### src/rtl/canvas_scanner_if.sv
// Display-side bundle of canvas_scanner: video timing in, cell-store read port, pixel stream out.
interface canvas_scanner_if #(
  parameter int DATA_W = 128,
  parameter int ADDR_W = 10
);
  logic              frame_start;
  logic              line_start;
  logic              pix_valid;
  logic              bank_sel_in;
  logic              wall_en;
  logic [ADDR_W-1:0] mem_addr;
  logic [DATA_W-1:0] mem_dout0;
  logic [DATA_W-1:0] mem_dout1;
  logic              disp_bank;
  logic [7:0]        rgb_out;
  logic              rgb_valid;
  logic              underrun;

  modport master (
    input  frame_start, line_start, pix_valid, bank_sel_in, wall_en, mem_dout0, mem_dout1,
    output mem_addr, disp_bank, rgb_out, rgb_valid, underrun
  );

  modport slave (
    output frame_start, line_start, pix_valid, bank_sel_in, wall_en, mem_dout0, mem_dout1,
    input  mem_addr, disp_bank, rgb_out, rgb_valid, underrun
  );
endinterface

### src/rtl/canvas_scanner.sv
// Scans the displayed cell-store bank one row per display line and expands each cell into a
// CELL_SIZE x CELL_SIZE block of pixels; the bank is latched once per frame to avoid tearing.
module canvas_scanner #(
  parameter int         CANVAS_WIDTH  = 128,
  parameter int         CANVAS_HEIGHT = 96,
  parameter int         CELL_SIZE     = 5,
  parameter logic [7:0] ALIVE_COLOR   = 8'hFF,
  parameter logic [7:0] WALL_COLOR    = 8'h1C,
  parameter logic [7:0] BG_COLOR      = 8'h00
) (
  input logic              clk,
  input logic              rst_n,
  canvas_scanner_if.master bus
);
  localparam int ADDR_W = 10;
  localparam int ROW_W  = $clog2(CANVAS_HEIGHT + 1);
  localparam int COL_W  = $clog2(CANVAS_WIDTH + 1);
  localparam int SUB_W  = (CELL_SIZE > 1) ? $clog2(CELL_SIZE) : 1;

  localparam logic [ROW_W-1:0] ROW_OFF  = ROW_W'(CANVAS_HEIGHT);
  localparam logic [ROW_W-1:0] ROW_LAST = ROW_W'(CANVAS_HEIGHT - 1);
  localparam logic [COL_W-1:0] COL_OFF  = COL_W'(CANVAS_WIDTH);
  localparam logic [COL_W-1:0] COL_LAST = COL_W'(CANVAS_WIDTH - 1);
  localparam logic [SUB_W-1:0] SUB_LAST = SUB_W'(CELL_SIZE - 1);

  typedef enum logic [1:0] {IDLE, ADDR, WAIT, LOAD} fetch_state_e;

  fetch_state_e            state_q, state_d;
  logic                    fetch_start;
  logic                    addr_en;
  logic                    load_en;

  logic [ADDR_W-1:0]       mem_addr_q, mem_addr_d;
  logic                    disp_bank_q, disp_bank_d;
  logic [ROW_W-1:0]        row_idx_q, row_idx_d;
  logic [SUB_W-1:0]        row_sub_q, row_sub_d;
  logic [COL_W-1:0]        col_idx_q, col_idx_d;
  logic [SUB_W-1:0]        col_sub_q, col_sub_d;
  logic                    first_line_q, first_line_d;
  logic [CANVAS_WIDTH-1:0] line_buf_q, line_buf_d;
  logic                    buf_valid_q, buf_valid_d;
  logic [7:0]              rgb_q, rgb_d;
  logic                    rgb_valid_q, rgb_valid_d;
  logic                    underrun_q, underrun_d;
  logic                    on_wall;

  // Fetch FSM: state register
  always_ff @(posedge clk) begin
    if (!rst_n) state_q <= IDLE;
    else        state_q <= state_d;
  end

  // Fetch FSM: next state. A new line_start always wins so an in-flight fetch never lands.
  always_comb begin
    state_d = state_q;
    if (bus.line_start) begin
      state_d = fetch_start ? ADDR : IDLE;
    end else begin
      case (state_q)
        ADDR:    state_d = WAIT;
        WAIT:    state_d = LOAD;
        LOAD:    state_d = IDLE;
        default: state_d = IDLE;
      endcase
    end
  end

  // Fetch FSM: outputs
  always_comb begin
    addr_en = (state_q == ADDR) && !bus.line_start;
    load_en = (state_q == LOAD) && !bus.line_start;
  end

  always_comb begin
    on_wall = bus.wall_en && (row_idx_q != ROW_OFF) &&
              ((col_idx_q == '0) || (col_idx_q == COL_LAST) ||
               (row_idx_q == '0) || (row_idx_q == ROW_LAST));
  end

  // NOTE: every variable gets its hold value first, so no path through this block can infer a
  // latch; the later blocking assignments then layer frame, pixel, line and load effects in order.
  always_comb begin
    mem_addr_d   = mem_addr_q;
    disp_bank_d  = disp_bank_q;
    row_idx_d    = row_idx_q;
    row_sub_d    = row_sub_q;
    col_idx_d    = col_idx_q;
    col_sub_d    = col_sub_q;
    first_line_d = first_line_q;
    line_buf_d   = line_buf_q;
    buf_valid_d  = buf_valid_q;
    underrun_d   = underrun_q;
    rgb_d        = BG_COLOR;
    rgb_valid_d  = bus.pix_valid;
    fetch_start  = 1'b0;

    if (bus.frame_start) begin
      disp_bank_d  = bus.bank_sel_in;
      row_idx_d    = '0;
      row_sub_d    = '0;
      underrun_d   = 1'b0;
      first_line_d = 1'b1;
    end

    if (bus.pix_valid) begin
      if (!buf_valid_q) begin
        underrun_d = 1'b1;
      end else if (col_idx_q != COL_OFF) begin
        if (on_wall)                          rgb_d = WALL_COLOR;
        else if (line_buf_q[CANVAS_WIDTH-1])  rgb_d = ALIVE_COLOR;
      end
      if (col_sub_q == SUB_LAST) begin
        col_sub_d  = '0;
        line_buf_d = line_buf_q << 1;
        if (col_idx_q != COL_OFF) col_idx_d = col_idx_q + 1'b1;
      end else begin
        col_sub_d = col_sub_q + 1'b1;
      end
    end

    // Row position advances on line_start; the first line of a frame stays on row 0.
    if (bus.line_start) begin
      if (first_line_d) begin
        first_line_d = 1'b0;
      end else if (row_sub_d == SUB_LAST) begin
        row_sub_d = '0;
        if (row_idx_d != ROW_OFF) row_idx_d = row_idx_d + 1'b1;
      end else begin
        row_sub_d = row_sub_d + 1'b1;
      end
      col_idx_d   = '0;
      col_sub_d   = '0;
      buf_valid_d = 1'b0;
      if (row_idx_d == ROW_OFF) begin
        buf_valid_d = 1'b1;
        line_buf_d  = '0;
      end else begin
        fetch_start = 1'b1;
      end
    end

    if (addr_en) mem_addr_d = ADDR_W'(row_idx_q);

    if (load_en) begin
      line_buf_d  = disp_bank_q ? bus.mem_dout1 : bus.mem_dout0;
      buf_valid_d = 1'b1;
    end
  end

  // NOTE: state updates use non-blocking assignments so every register samples pre-edge values.
  // NOTE: line_buf is plain flops, so it takes the reset with everything else and never holds X.
  always_ff @(posedge clk) begin
    if (!rst_n) begin
      mem_addr_q   <= '0;
      disp_bank_q  <= 1'b0;
      row_idx_q    <= '0;
      row_sub_q    <= '0;
      col_idx_q    <= '0;
      col_sub_q    <= '0;
      first_line_q <= 1'b0;
      line_buf_q   <= '0;
      buf_valid_q  <= 1'b0;
      rgb_q        <= BG_COLOR;
      rgb_valid_q  <= 1'b0;
      underrun_q   <= 1'b0;
    end else begin
      mem_addr_q   <= mem_addr_d;
      disp_bank_q  <= disp_bank_d;
      row_idx_q    <= row_idx_d;
      row_sub_q    <= row_sub_d;
      col_idx_q    <= col_idx_d;
      col_sub_q    <= col_sub_d;
      first_line_q <= first_line_d;
      line_buf_q   <= line_buf_d;
      buf_valid_q  <= buf_valid_d;
      rgb_q        <= rgb_d;
      rgb_valid_q  <= rgb_valid_d;
      underrun_q   <= underrun_d;
    end
  end

  assign bus.mem_addr  = mem_addr_q;
  assign bus.disp_bank = disp_bank_q;
  assign bus.rgb_out   = rgb_q;
  assign bus.rgb_valid = rgb_valid_q;
  assign bus.underrun  = underrun_q;
endmodule

### src/flat_wrapper.sv
// flat-port wrapper written by rule: the top's interface ports become plain ports
module canvas_scanner_flat 
#(
  parameter int         CANVAS_WIDTH  = 128,
  parameter int         CANVAS_HEIGHT = 96,
  parameter int         CELL_SIZE     = 5,
  parameter logic [7:0] ALIVE_COLOR   = 8'hFF,
  parameter logic [7:0] WALL_COLOR    = 8'h1C,
  parameter logic [7:0] BG_COLOR      = 8'h00
)
  (clk, rst_n, bus_frame_start, bus_line_start, bus_pix_valid, bus_bank_sel_in, bus_wall_en, bus_mem_dout0, bus_mem_dout1, bus_mem_addr, bus_disp_bank, bus_rgb_out, bus_rgb_valid, bus_underrun);
  canvas_scanner_if bus_i ();
  input logic clk;
  input logic rst_n;
  input wire logic [$bits(bus_i.frame_start)-1:0] bus_frame_start;
  input wire logic [$bits(bus_i.line_start)-1:0] bus_line_start;
  input wire logic [$bits(bus_i.pix_valid)-1:0] bus_pix_valid;
  input wire logic [$bits(bus_i.bank_sel_in)-1:0] bus_bank_sel_in;
  input wire logic [$bits(bus_i.wall_en)-1:0] bus_wall_en;
  input wire logic [$bits(bus_i.mem_dout0)-1:0] bus_mem_dout0;
  input wire logic [$bits(bus_i.mem_dout1)-1:0] bus_mem_dout1;
  output wire logic [$bits(bus_i.mem_addr)-1:0] bus_mem_addr;
  output wire logic [$bits(bus_i.disp_bank)-1:0] bus_disp_bank;
  output wire logic [$bits(bus_i.rgb_out)-1:0] bus_rgb_out;
  output wire logic [$bits(bus_i.rgb_valid)-1:0] bus_rgb_valid;
  output wire logic [$bits(bus_i.underrun)-1:0] bus_underrun;
  assign bus_i.frame_start = bus_frame_start;
  assign bus_i.line_start = bus_line_start;
  assign bus_i.pix_valid = bus_pix_valid;
  assign bus_i.bank_sel_in = bus_bank_sel_in;
  assign bus_i.wall_en = bus_wall_en;
  assign bus_i.mem_dout0 = bus_mem_dout0;
  assign bus_i.mem_dout1 = bus_mem_dout1;
  assign bus_mem_addr = bus_i.mem_addr;
  assign bus_disp_bank = bus_i.disp_bank;
  assign bus_rgb_out = bus_i.rgb_out;
  assign bus_rgb_valid = bus_i.rgb_valid;
  assign bus_underrun = bus_i.underrun;
  canvas_scanner #(.CANVAS_WIDTH(CANVAS_WIDTH), .CANVAS_HEIGHT(CANVAS_HEIGHT), .CELL_SIZE(CELL_SIZE), .ALIVE_COLOR(ALIVE_COLOR), .WALL_COLOR(WALL_COLOR), .BG_COLOR(BG_COLOR)) u_core (.clk(clk), .rst_n(rst_n), .bus(bus_i));
endmodule
### config.mk
export PLATFORM = sky130hd
export DESIGN_NAME = canvas_scanner_flat
export DESIGN_NICKNAME = d
export VERILOG_FILES = /design/src/rtl/canvas_scanner_if.sv /design/src/rtl/canvas_scanner.sv /design/src/flat_wrapper.sv
export SDC_FILE = /design/constraint.sdc
export NUM_CORES = 1
export LEC_CHECK = 0
export CORE_UTILIZATION = 47
export CTS_CLUSTER_SIZE = 24
export DETAILED_ROUTE_END_ITERATION = 10
export PLACE_DENSITY_LB_ADDON = 0.2
export SLEW_MARGIN = 0
export SYNTH_ARGS = -nofsm -noshare
export SYNTH_HDL_FRONTEND = slang
export SYNTH_SLANG_ARGS = --single-unit
### constraint.sdc
create_clock -name clk -period 2.75 [get_ports clk]
set_input_delay 0.55 -clock clk [delete_from_list [all_inputs] [get_ports clk]]
set_output_delay 0.55 -clock clk [all_outputs]
set_load 0.01 [all_outputs]
==> run_results.csv <==
group,metric,value,unit
logic_synthesis,async_reset_ff_share,0,%
route,drt-initial-drc-count,247,
timing,rsz0062_at_grt,"false",
pwr,leakage,4.13,nW
pwr,ir_worst_vdd,0.432,mV
global_routing,grt_use_total,22.0,%
setup_path,r2r_cells,7,
setup_path,critPathArrivalTime,2.81,ns
global_routing,use_met2,37.7,%
route,drtPass1Iterations,4,
timing,setup_slack,0.235,ns
final_layout,fillers,1433,
logic_synthesis,syn_area,8910,sq um
logic_synthesis,ys.flop_type,"dfxtp_1",
die,pin_count,284,
global_routing,grt_use_met3,4.99,%
clock_network,clkLatencyLatePin,0.43,ns
timing,worstMarginPinSlew,0.502,ns
worst_hold_path,min_path_type,"flip-flop to flip-flop",
route,vias_per_cell,5.33,
timing,whs,0.483,ns
final_layout,layout.nets,1321,
clock_network,cts_setup_buffers,0,
timing,fmax,398,MHz
global_routing,first_global_vias,6996,
timing,post-route-min-period,2.52,ns
logic_synthesis,netlist-cell-type-count,49,
timing,worst_clock_skew,0.00850,ns
clock_network,tritoncts,"built",
clock_network,path_clk_slew,0.06,ns
final_layout,syn_to_final_growth,41.7,%
placed_design,place_congestion,0.839,
timing,fin_setup_tns,0,ns
worst_hold_path,whs_path_depth,2,
setup_path,cp_max_fo,13,
global_routing,antenna_found_initial,0,
final_layout,insertedDiodeCount,0,
timing,finalMaxSlewViolations,0,
timing,maxSlewHeadroom,66.2,%
clock_network,numCtsBuffers,17,
outcome,outcome,"finished clean",
global_routing,grt_pass1_wl,34.5,mm
setup_path,timing.rr.end,"u_core.line_buf_q[25]",
setup_path,critPathLaunchType,"input pin",
route,wl_per_cell,16.5,um
final_layout,drive_above_1_share,16.8,%
timing,setup_viol,0,
die,die_x,140,um
die,coreArea,18300,sq um
route,drt-total-wl,21.3,mm
global_routing,grt_use_met1,27.1,%
flow_run,max_cap_viol_count,0,
timing,hold_viol,0,
logic_synthesis,ys_seq_area_share,37.1,%
die,initial_core_util,48.8,%
logic_synthesis,ys_ff_latch,165,
clock_network,holdBufCountCts,0,
placed_design,port_buffers,280,
route,detail-route-antenna-nets,0,
global_routing,busiest_layer,"met2",
die,die_y,140,um
clock_network,cts_htree_levels,4,
setup_path,rr_startpoint,"u_core.row_idx_q[0]",
setup_path,required,3.05,ns
route,vias,6884,
logic_synthesis,synthCells,790,
global_routing,overflow,0,
pwr,p_per_area,457,nW/um^2
final_layout,utilization,69.1,%
clock_network,cts_resized,0,
logic_synthesis,synth-edff-count,0,
timing,post-route-period-util,91.5,%
clock_network,root_buffer,"clkbuf_16",
logic_synthesis,yosys_warnings,0,
placed_design,dp_hpwl,15.8,mm
setup_path,worst_setup_path_end_kind,"flip-flop",
worst_hold_path,min_from,"u_core.line_buf_q[0]",
worst_hold_path,hold-path-endpoint,"u_core.line_buf_q[0]",
global_routing,grt_max_degree,72,
die,fp.dieArea,19500,sq um
setup_path,crit_type,"input pin to flip-flop",
clock_network,clkSinkCount,165,
setup_path,reg2reg_slack,0.55,ns
logic_synthesis,synth.avg_cell_area,11.3,sq um
clock_network,cts_buffer_depth,2,
pwr,p_total,5.77,mW
die,rows,49,
placed_design,place_ws,-0.169,ns
route,drcViolationCount,0,
==> power breakdown <==
group          internal [mW]  leakage [nW]  switching, mW
Sequential              2.41          1.33         0.0125
Combinational          0.517          2.49          0.294
Clock                   1.58         0.312          0.960
==> cell usage in the layout (no fill, tap or decap), drive strengths merged, types with 5 or more instances in the layout <==
cell type      instances
clkdlybuf4s50        280
o22ai                129
o21ai                  6
nand3                  5
xnor2                  8
inv                   14
clkbuf                23
mux2i                266
dfxtp                165
ha                     9
nand2b                 7
nor3                   8
nand2                 10
a21oi                  7
nor2                  29
buf                   35
nor2b                 11
xor2                   5
==> cells by family after synthesis <==
group           count (synthesis)  share of synthesized area, %
flops                         165                          37.1
xor+xnor                       13                          1.28
simple gates                   91                          5.54
buf+inv                        90                          6.70
other cells                     1                        0.0421
mux                           266                          29.9
fa+ha+maj                       9                          1.26
compound gates                155                          18.2
==> Yosys cell counts, types with 2 or more instances <==
| cell type | instances | area share (%) |
|---|---|---|
| nor2_1 | 29 | 1.2 |
| nand2b_1 | 7 | 0.49 |
| nand3_1 | 5 | 0.28 |
| nand4_1 | 2 | 0.14 |
| nor3_1 | 8 | 0.45 |
| o22ai_2 | 100 | 14 |
| or3b_2 | 2 | 0.20 |
| buf_12 | 11 | 2.5 |
| nand3b_1 | 2 | 0.17 |
| o22ai_1 | 29 | 2.0 |
| buf_2 | 7 | 0.39 |
| and2_1 | 2 | 0.14 |
| or2_2 | 2 | 0.14 |
| buf_8 | 2 | 0.34 |
| xnor2_1 | 8 | 0.79 |
| buf_4 | 11 | 0.93 |
| o21a_1 | 2 | 0.17 |
| mux2i_1 | 266 | 30 |
| inv_1 | 13 | 0.55 |
| a21oi_1 | 7 | 0.39 |
| ha_1 | 9 | 1.3 |
| nand2_1 | 10 | 0.42 |
| o221ai_2 | 2 | 0.34 |
| clkbuf_1 | 45 | 1.9 |
| xor2_1 | 5 | 0.49 |
| o21ai_0 | 5 | 0.28 |
| or3_1 | 2 | 0.14 |
| nor2b_1 | 11 | 0.77 |
| and3b_1 | 2 | 0.20 |
| dfxtp_1 | 165 | 37 |
==> per-stage QoR <==
stage / instances / area [sq um]
2_1_floorplan: 792 / 8920
3_5_place_dp: 1259 / 12000
4_1_cts: 1291 / 12600
3_3_place_gp: 1259 / 12000
5_1_grt: 1291 / 12600
6_report: 1291 / 12600
==> layer usage <==
| layer | part of all wire, % | wire [um] |
|---|---|---|
| met1 | 44 | 9400 |
| met3 | 6.1 | 1300 |
| met4 | 1.7 | 365 |
| met2 | 48 | 10300 |
| met5 | 0 | 0 |
==> cell type report <==
type	instances	area [sq um]	share of cell area (%)
tap	229	287	2.27
multi-input combinational	537	5040	39.9
inverter	13	48.8	0.386
timing repair buffer	315	3300	26.1
sequential	165	3310	26.2
clock buffer	23	508	4.02
clock inverter	9	140	1.11
==> state kept, by name, indices dropped and copies added, names as in the netlist <==
signal / count
u_core.col_idx_q: 8
u_core.col_sub_q: 3
u_core.first_line_q: 1
u_core.bus.underrun: 1
u_core.bus.disp_bank: 1
u_core.bus.rgb_valid: 1
u_core.bus.rgb_out: 2
u_core.buf_valid_q: 1
u_core.line_buf_q: 128
u_core.row_idx_q: 7
u_core.row_sub_q: 3
u_core.state_q: 2
u_core.bus.mem_addr: 7
==> critical path, stage by stage <==
cell and delay [ns]:
clkdlybuf4s50_1 0.52, nand2b_1 0.15, ha_1 0.23, nand3b_1 0.15, buf_4 0.17, a211oi_1 0.19
a21oi_1 0.17, o221ai_4 0.24, buf_12 0.20, buf_12 0.16, o22ai_2 0.07
==> how the worst max path moves through the flow <==
stage / start / to / slack, ns / cells past startpoint
floorplan: bus_frame_start / u_core.line_buf_q[0] / 0.23 / 10
finish: bus_frame_start / u_core.line_buf_q[81] / 0.23 / 11
global route: bus_frame_start / u_core.line_buf_q[104] / 0.10 / 11
detailed placement: bus_frame_start / u_core.line_buf_q[105] / -0.17 / 10
global placement: bus_frame_start / u_core.line_buf_q[107] / -0.07 / 10
CTS: bus_frame_start / u_core.line_buf_q[81] / 0.24 / 11
No activity file was read; power rests on OpenSTA's default activity.
